## src/rtl/dp_rx_pkg.sv

```systemverilog
// Shared definitions for the DP receive controller: read FSM states,
// default sizing and packet field positions.
package dp_rx_pkg;

  localparam int DEF_DEPTH   = 16;
  localparam int DEF_MSG_LEN = 5;

  localparam int DST_MSB = 31;
  localparam int DST_LSB = 16;
  localparam int PLD_MSB = 15;
  localparam int PLD_LSB = 0;

  typedef enum logic [1:0] {
    IDLE   = 2'd0,
    ISSUE  = 2'd1,
    RETURN = 2'd2
  } rd_state_e;

  function automatic logic is_for_node(input logic [31:0] pkt, input logic [15:0] id);
    return pkt[DST_MSB:DST_LSB] == id;
  endfunction

endpackage

```

## src/rtl/dp_rx_ptr.sv

```systemverilog
// Wrapping buffer pointer; wraps naturally because the buffer depth is a
// power of two and the pointer is exactly log2(depth) bits wide.
module dp_rx_ptr #(
  parameter int W = 4
) (
  input  logic         clk,
  input  logic         clr_n_i,
  input  logic         inc_i,
  output logic [W-1:0] ptr_o
);

  logic [W-1:0] ptr_q;
  logic [W-1:0] ptr_d;

  always_comb begin
    ptr_d = ptr_q;
    if (inc_i) ptr_d = ptr_q + W'(1);
  end

  always_ff @(posedge clk) begin
    if (!clr_n_i) ptr_q <= '0;
    else          ptr_q <= ptr_d;
  end

  assign ptr_o = ptr_q;

endmodule

```

## src/rtl/dp_rx_controller.sv

```systemverilog
// Receive controller: filters packets by node id into a circular RAM FIFO
// and serves single-word GPP reads; writes always win the RAM port.
module dp_rx_controller
  import dp_rx_pkg::*;
#(
  parameter int DEPTH   = DEF_DEPTH,
  parameter int MSG_LEN = DEF_MSG_LEN
) (
  input  logic                     clk,
  input  logic                     rst,
  input  logic [15:0]              node_id,
  input  logic [31:0]              rx_packet,
  input  logic                     rx_valid,
  input  logic                     gpp_rd_req,
  output logic [15:0]              gpp_rd_data,
  output logic                     gpp_rd_valid,
  output logic                     ram_we,
  output logic [$clog2(DEPTH)-1:0] ram_addr,
  output logic [15:0]              ram_wdata,
  input  logic [15:0]              ram_rdata,
  output logic                     empty,
  output logic                     full,
  output logic                     rx_complete,
  output logic                     rx_overflow
);

  localparam int AW = $clog2(DEPTH);
  localparam int CW = AW + 1;
  localparam int MW = (MSG_LEN > 1) ? $clog2(MSG_LEN) : 1;

  logic [15:0]   hold_q,     hold_d;
  logic          hold_vld_q, hold_vld_d;
  logic [CW-1:0] occ_q,      occ_d;
  logic [MW-1:0] msg_q,      msg_d;
  logic          ovf_q,      ovf_d;
  rd_state_e     state_q;
  logic          pend_q;

  logic          accept;
  logic          do_write;
  logic          do_drop;
  logic          do_read;
  logic          msg_last;
  logic [AW-1:0] wr_ptr;
  logic [AW-1:0] rd_ptr;

  assign accept   = rx_valid && is_for_node(rx_packet, node_id);
  assign empty    = (occ_q == '0);
  assign full     = (occ_q == CW'(DEPTH));
  assign do_write = hold_vld_q && !full;
  assign do_drop  = hold_vld_q && full;
  // A dropped word does not occupy the RAM port, so a read may still issue.
  assign do_read  = (state_q == ISSUE) && !do_write;
  assign msg_last = (msg_q == MW'(MSG_LEN - 1));

  always_comb begin
    hold_d     = hold_q;
    hold_vld_d = accept;
    if (accept) hold_d = rx_packet[PLD_MSB:PLD_LSB];

    occ_d = occ_q;
    unique case ({do_write, do_read})
      2'b10:   occ_d = occ_q + CW'(1);
      2'b01:   occ_d = occ_q - CW'(1);
      default: occ_d = occ_q;
    endcase

    msg_d = msg_q;
    if (hold_vld_q) msg_d = msg_last ? '0 : msg_q + MW'(1);

    ovf_d = ovf_q | do_drop;
  end

  always_ff @(posedge clk) begin
    if (!rst) begin
      hold_q     <= '0;
      hold_vld_q <= 1'b0;
      occ_q      <= '0;
      msg_q      <= '0;
      ovf_q      <= 1'b0;
    end else begin
      hold_q     <= hold_d;
      hold_vld_q <= hold_vld_d;
      occ_q      <= occ_d;
      msg_q      <= msg_d;
      ovf_q      <= ovf_d;
    end
  end

  always_ff @(posedge clk) begin
    if (!rst) begin
      state_q <= IDLE;
      pend_q  <= 1'b0;
    end else begin
      unique case (state_q)
        IDLE:    if (pend_q && !empty) state_q <= ISSUE;
        ISSUE:   if (do_read) state_q <= RETURN;
        RETURN:  state_q <= IDLE;
        default: state_q <= IDLE;
      endcase
      if (do_read)         pend_q <= 1'b0;
      else if (gpp_rd_req) pend_q <= 1'b1;
    end
  end

  dp_rx_ptr #(.W(AW)) u_wr_ptr (
    .clk     (clk),
    .clr_n_i (rst),
    .inc_i   (do_write),
    .ptr_o   (wr_ptr)
  );

  dp_rx_ptr #(.W(AW)) u_rd_ptr (
    .clk     (clk),
    .clr_n_i (rst),
    .inc_i   (do_read),
    .ptr_o   (rd_ptr)
  );

  assign ram_we       = do_write;
  assign ram_addr     = do_read ? rd_ptr : wr_ptr;
  assign ram_wdata    = hold_q;
  assign rx_complete  = hold_vld_q && msg_last;
  assign rx_overflow  = ovf_q;
  assign gpp_rd_valid = (state_q == RETURN);
  assign gpp_rd_data  = gpp_rd_valid ? ram_rdata : '0;

endmodule

```

## config.mk

```make
export PLATFORM = sky130hd
export DESIGN_NAME = dp_rx_controller
export DESIGN_NICKNAME = d
export VERILOG_FILES = /design/src/rtl/dp_rx_pkg.sv /design/src/rtl/dp_rx_ptr.sv /design/src/rtl/dp_rx_controller.sv
export SDC_FILE = /design/constraint.sdc
export NUM_CORES = 1
export LEC_CHECK = 0
export CELL_PAD_IN_SITES_DETAIL_PLACEMENT = 0
export CELL_PAD_IN_SITES_GLOBAL_PLACEMENT = 1
export CORE_UTILIZATION = 24
export DETAILED_ROUTE_END_ITERATION = 10
export GPL_TIMING_DRIVEN = 0
export HOLD_SLACK_MARGIN = 0.03
export PLACE_DENSITY = 0.79
export SETUP_SLACK_MARGIN = 0.3
export SYNTH_ARGS = -nofsm -noshare
export SYNTH_HDL_FRONTEND = slang
export SYNTH_HIERARCHICAL = 1
export SYNTH_SLANG_ARGS = --single-unit
```

## constraint.sdc

```tcl
create_clock -name clk -period 2.55 [get_ports clk]
set_clock_uncertainty 0.15 [all_clocks]
set_input_delay 0.51 -clock clk [delete_from_list [all_inputs] [get_ports clk]]
set_output_delay 0.51 -clock clk [all_outputs]
set_load 0.02 [all_outputs]
```

==> results.cfg, run 1 <==
[setup_path]
cp_slowest_cell = or3_4
cp_max_fo = 5
slowest_delay_ns = 0.37
cp_num_buf_inv = 4
crit_required_ns = 1.89
end_kind = output port
cp_cell_sequence = or3_4 > o31a_1 > buf_6 > nor2_4 > buf_4 > buf_12 > mux2_4 > buf_6
startpoint_type = flop
cp_common_cell = buf_6
critPathTopFamily = buffers and inverters
critical_path_class = reg2out
arrival_ns = 2.13

[floorplan]
die_w_um = 91.2
io_pins = 110
core_um2 = 7730
start_util_pct = 24.7
rows = 32
die-height_um = 91.2
die_area_um2 = 8320

[run_status]
status = complete, but fails checks
violations = setup timing

[drt]
drt-total-wl_um = 5530
routed.top_layer = met4
avgViaCountPerCell = 4.51
met2_length_um = 2790
ant_nets = 0
routed-via-count = 2038
dr.pass1.iters = 4
wl_met3_um = 239
drc_errors = 0
wire_per_inst_um = 12.2
wl_met1_um = 2320
first_iter_violations = 90

[logic_synthesis]
synth_commonest_cells = dfxtp_1, a21oi_1, xor2_1, and2_1, nand3_1
synth_area_um2 = 1910
netlist.top_cell.by_area = dfxtp_1
netlist_instances = 217
syn_nets = 290
synth_most_common_cell = dfxtp_1
synth_top_area_share_pct = 38.8
synth_edf_count = 0
ys_seq_elements = 37
synth_warnings = 6
synth_cell_types = 37
seq_area_frac_synth_pct = 38.8
synthArstFlopShare_pct = 0
synth_flop_cell = dfxtp_1
avgSynthCellArea_um2 = 8.80
synth.area.top_cells = dfxtp_1, xor2_1, and2_1, a21oi_1, nand3_1

[layout]
area_delta_synth_final_pct = 80.2
drive_gt1_share_pct = 17.7
fin_nets = 422
final_core_util_pct = 44.5
antennaDiodeCount = 0

[clock_network]
insertion_delay_ns = 0.29
clkSinkCount = 37
cts_tree = yes
ctsHoldBuffers = 0
cts-root-buf = clkbuf_8
numCtsBuffers = 5
htreeDepth = 2
clk_path_buf_depth = 2
clkTransAtPathRegs_ns = 0.07

[timing]
hold_viol_final = 0
min_period_over_period_pct = 109
rsz0062_at_grt = true
relSlewSlack_pct = 69.3
worst_slack_ns = -0.241
tightest_slew_ns = 0.460
layout_min_cycle_time_ns = 2.79
maxSlewViolCount = 0
fmax_mhz = 358
setup_viol = 5

[pwr]
vdd_drop_max_v = 0.000174
p_leak_nw = 1.33
power_mw = 1.15
p_per_area_nw_per_um2 = 333

[global_route]
grt.overflow.total = 0
grt_pass1_wl_um = 9420
grt_use_total_pct = 13.8
grt_max_degree = 13
antenna_found_initial = 0
grt_pass1_vias = 2001

[min_path]
hold_class = reg2reg

[place]
gp_congestion = 0.744
dp_hpwl_um = 4020
portBuffers = 109
place_ws_ns = -0.438

[run]
cap_viol_max_count = 0
path summary, 6_finish.rpt:
path / start / end / slack (ns) / depth (start not counted)
max: occ_q[1] / ram_addr[1] / -0.24 / 8
min: state_q[1] / state_q[0] / 0.30 / 1
max reg2reg: occ_q[1] / occ_q[4] / -0.15 / 11
min reg2reg: state_q[1] / state_q[0] / 0.30 / 1
metal layers:
metal,track usage [%],vias up
met5,0,-
met4,6.22,0
met3,3.10,14
met2,23.8,47
met1,16.4,962
li1,-,1015
cell type report:
class                   instances  area [µm²]
multi-input cells             165        1160
clock inverters                 2        15.0
well taps                     102         128
flip-flops and latches         37         747
repair buffers                125        1230
inverters                       4        15.0
plain buffers                  11        68.8
clock buffers                   6        72.6
fillers                       756        4290
where the power goes:
group / total [mW] / internal, mW / switching, mW
Combinational: 0.157 / 0.108 / 0.0495
Clock: 0.411 / 0.193 / 0.218
Sequential: 0.578 / 0.578 / 0.000527
Total: 1.15 / 0.878 / 0.268
layout by cell type (no fill, tap or decap), drive strengths merged:
cell type | netlist | layout
o31ai | 2 | 2
buf | 4 | 28
xnor2 | 5 | 5
o21ai | 18 | 18
nor2b | 5 | 5
xor2 | 19 | 19
and3 | 2 | 2
a21oi | 19 | 19
o31a | 2 | 2
dlygate4sd2 | 0 | 1
nor4 | 3 | 3
clkdlybuf4s50 | 0 | 101
inv | 4 | 4
and3b | 2 | 2
nor3 | 7 | 7
a21boi | 2 | 2
or2b | 2 | 2
dfxtp | 37 | 37
nor3b | 1 | 1
clkbuf | 7 | 12
nand2b | 1 | 1
ha | 5 | 5
nand4 | 5 | 5
or2 | 1 | 1
or4 | 1 | 1
nand3 | 16 | 16
or3 | 1 | 1
clkinvlp | 0 | 2
mux2i | 6 | 6
mux2 | 4 | 4
o311ai | 1 | 1
o21a | 2 | 2
nand2 | 4 | 4
nor2 | 11 | 11
and2 | 18 | 18
flip-flops by register name, indices dropped and copies added, names as in the netlist:
signal          count
hold_vld_q          1
msg_q               3
occ_q               5
pend_q              1
ram_wdata          16
rx_overflow         1
state_q             2
u_rd_ptr/ptr_o      4
u_wr_ptr/ptr_o      4
stage by stage:
stage | std cells | cell area [µm²] | setup TNS, ns | hold WS, ns
after floorplan | 217 | 1910 | -0.231 | 0.256
final | 452 | 3440 | -1.10 | 0.303
after detailed placement | 428 | 3130 | -4.57 | 0.273
after CTS | 448 | 3370 | -1.34 | 0.289
after global routing | 452 | 3440 | -2.98 | 0.324
after global placement | 428 | 3130 | -4.66 | 0.270
kinds of logic (layout without fill, tap and decap cells):
family	after synthesis	after routing	synth area share [%]
flip-flops	37	37	38.8
multiplexers	10	10	5.50
AO/OA/AOI/OAI	46	46	13.9
buffers and inverters	15	148	3.47
XOR/XNOR	24	24	11.0
adder cells (fa/ha/maj)	5	5	3.27
AND/OR/NAND/NOR	80	80	24.0
what timing repair did:
item,CTS,global route
pin swaps,5,6
endpoints found under the setup margin,39,36
buffers inserted,12,4
resized for setup,60,11
Power figures use the tool's default switching activity.
==> inputs of run 2 (changes only) <==
CORE_MARGIN = 2   (was default)
==> run 2 against run 1 <==
Net effect:
- the run still ends with setup timing left
- setup slack improved by 0.052 ns
- cell area is 0.22% higher
- sequential power is essentially flat
- wire length is 2.1% higher
- core utilization up 0.097 points
- non-clock buffer count fell by 5
- cell count down 1.1%
- flip-flop and latch count unchanged
- via count fell by 3.9%
- power up 11%
- hold slack got worse by 0.011 ns
- count of clock-buffer cells in the layout stayed put
- critical path type unchanged
- highest routed layer unchanged
==> results.cfg, run 2 (synthesized netlist as in run 1, its figures left out) <==
[setup_path]
cp_slowest_cell = or3_4
end_kind = output port
slowest_delay_ns = 0.38
critical_path_class = reg2out
startpoint = occ_q[1]
worstReg2RegStart = occ_q[1]
startpoint_type = flop
cp_cell_sequence = or3_4 > o31a_1 > buf_6 > nor2_4 > buf_12 > mux2_4 > buf_6
cp_num_buf_inv = 3
crit_required_ns = 1.89
cp_common_cell = buf_6
arrival_ns = 2.08
cp_max_fo = 5
critPathTopFamily = simple AND/OR/NAND/NOR gates

[timing]
min_period_over_period_pct = 107
rsz0062_at_grt = true
tightest_slew_ns = 0.480
layout_min_cycle_time_ns = 2.74
hold_ws_ns = 0.293
relSlewSlack_pct = 68.0
maxSlewViolCount = 0
setup_viol = 13
fmax_mhz = 365
hold_viol_final = 0
finalSetupTns_ns = -0.985
worst_slack_ns = -0.189

[pwr]
p_leak_nw = 1.33
vdd_drop_max_v = 0.000186
power_mw = 1.27
p_per_area_nw_per_um2 = 368

[global_route]
grt.overflow.total = 0
use_met3_pct = 3.14
grt_pass1_vias = 1909
use_met2_pct = 21.7
top_usage_layer = met2
grt_use_total_pct = 13.2
grt_max_degree = 13
grt_pass1_wl_um = 9220
use_met1_pct = 16.8
antenna_found_initial = 0

[clock_network]
clkSinkCount = 37
cts-root-buf = clkbuf_8
ctsHoldBuffers = 0
insertion_delay_ns = 0.29
numCtsBuffers = 5
cts_tree = yes
clk_path_buf_depth = 2
clkTransAtPathRegs_ns = 0.08
htreeDepth = 2

[floorplan]
io_pins = 110
start_util_pct = 24.7
die_area_um2 = 8690
core_um2 = 7730
die-height_um = 93.2
die_w_um = 93.2
rows = 32

[layout]
largest_reg_flops = 16
layout_common_cells = clkdlybuf4s50_1, dfxtp_1, xor2_1, a21oi_1, and2_1
drive_gt1_share_pct = 16.5
layout.cells.most_common = clkdlybuf4s50_1
area_delta_synth_final_pct = 80.6
fin_nets = 417
final_core_util_pct = 44.6
antennaDiodeCount = 0

[min_path]
hold_path_startpoint = state_q[1]
hold_class = reg2reg

[drt]
first_iter_violations = 103
dr.pass1.iters = 4
drt-total-wl_um = 5640
routed-via-count = 1958
avgViaCountPerCell = 4.38
ant_nets = 0
drc_errors = 0
wire_per_inst_um = 12.6

[run]
cap_viol_max_count = 0

[run_status]
violations = setup timing
status = complete, but fails checks

[place]
dp_hpwl_um = 4120
gp_congestion = 0.711
portBuffers = 109
run 2: worst paths after layout:
check                                    to  slack (ns)  cells past startpoint
worst min register to register   state_q[0]        0.29                      1
worst min-delay path             state_q[0]        0.29                      1
worst max-delay path            ram_addr[1]       -0.19                      7
worst max register to register     occ_q[4]       -0.17                     11
run 2: timing repair:
action	4_1_cts	5_1_grt
pin swaps	5	6
setup endpoints to repair	39	41
resized for setup	56	17
buffers inserted	9	2
run 2: metrics by stage:
step,area (µm²),setup slack (ns),cells
2_1_floorplan,1910,-0.164,217
3_5_place_dp,3130,-0.495,428
6_report,3450,-0.189,447
5_1_grt,3450,-0.326,447
3_3_place_gp,3130,-0.448,428
4_1_cts,3370,-0.250,445
run 2: metal layers:
metal,up-vias,routed length (µm)
met5,-,0
met4,0,113
met3,13,207
met2,36,2800
met1,895,2520
li1,1014,-
run 2: layout make-up:
| class | instances | area, µm² |
|---|---|---|
| fill | 743 | 4280 |
| buffer | 11 | 70.1 |
| inverter | 4 | 15.0 |
| clock buffer | 6 | 82.6 |
| timing repair buffer | 120 | 1190 |
| clock inverter | 2 | 37.5 |
| sequential | 37 | 746 |
| multi-input combinational | 165 | 1180 |
| tap | 102 | 128 |
run 2: power by group:
group	internal, mW	total [mW]	switching [mW]
clock network	0.318	0.534	0.216
logic	0.108	0.156	0.0486
registers	0.578	0.578	0.000682
total	1.00	1.27	0.265
run 2: worst register-to-register path: cells and delay by family (launching register included):
kind            cells  cell delay, ns
compound gates      2            0.51
simple gates        4            0.94
xor+xnor            2            0.21
flops               1            0.35
fa+ha+maj           1            0.19
buf+inv             2            0.25
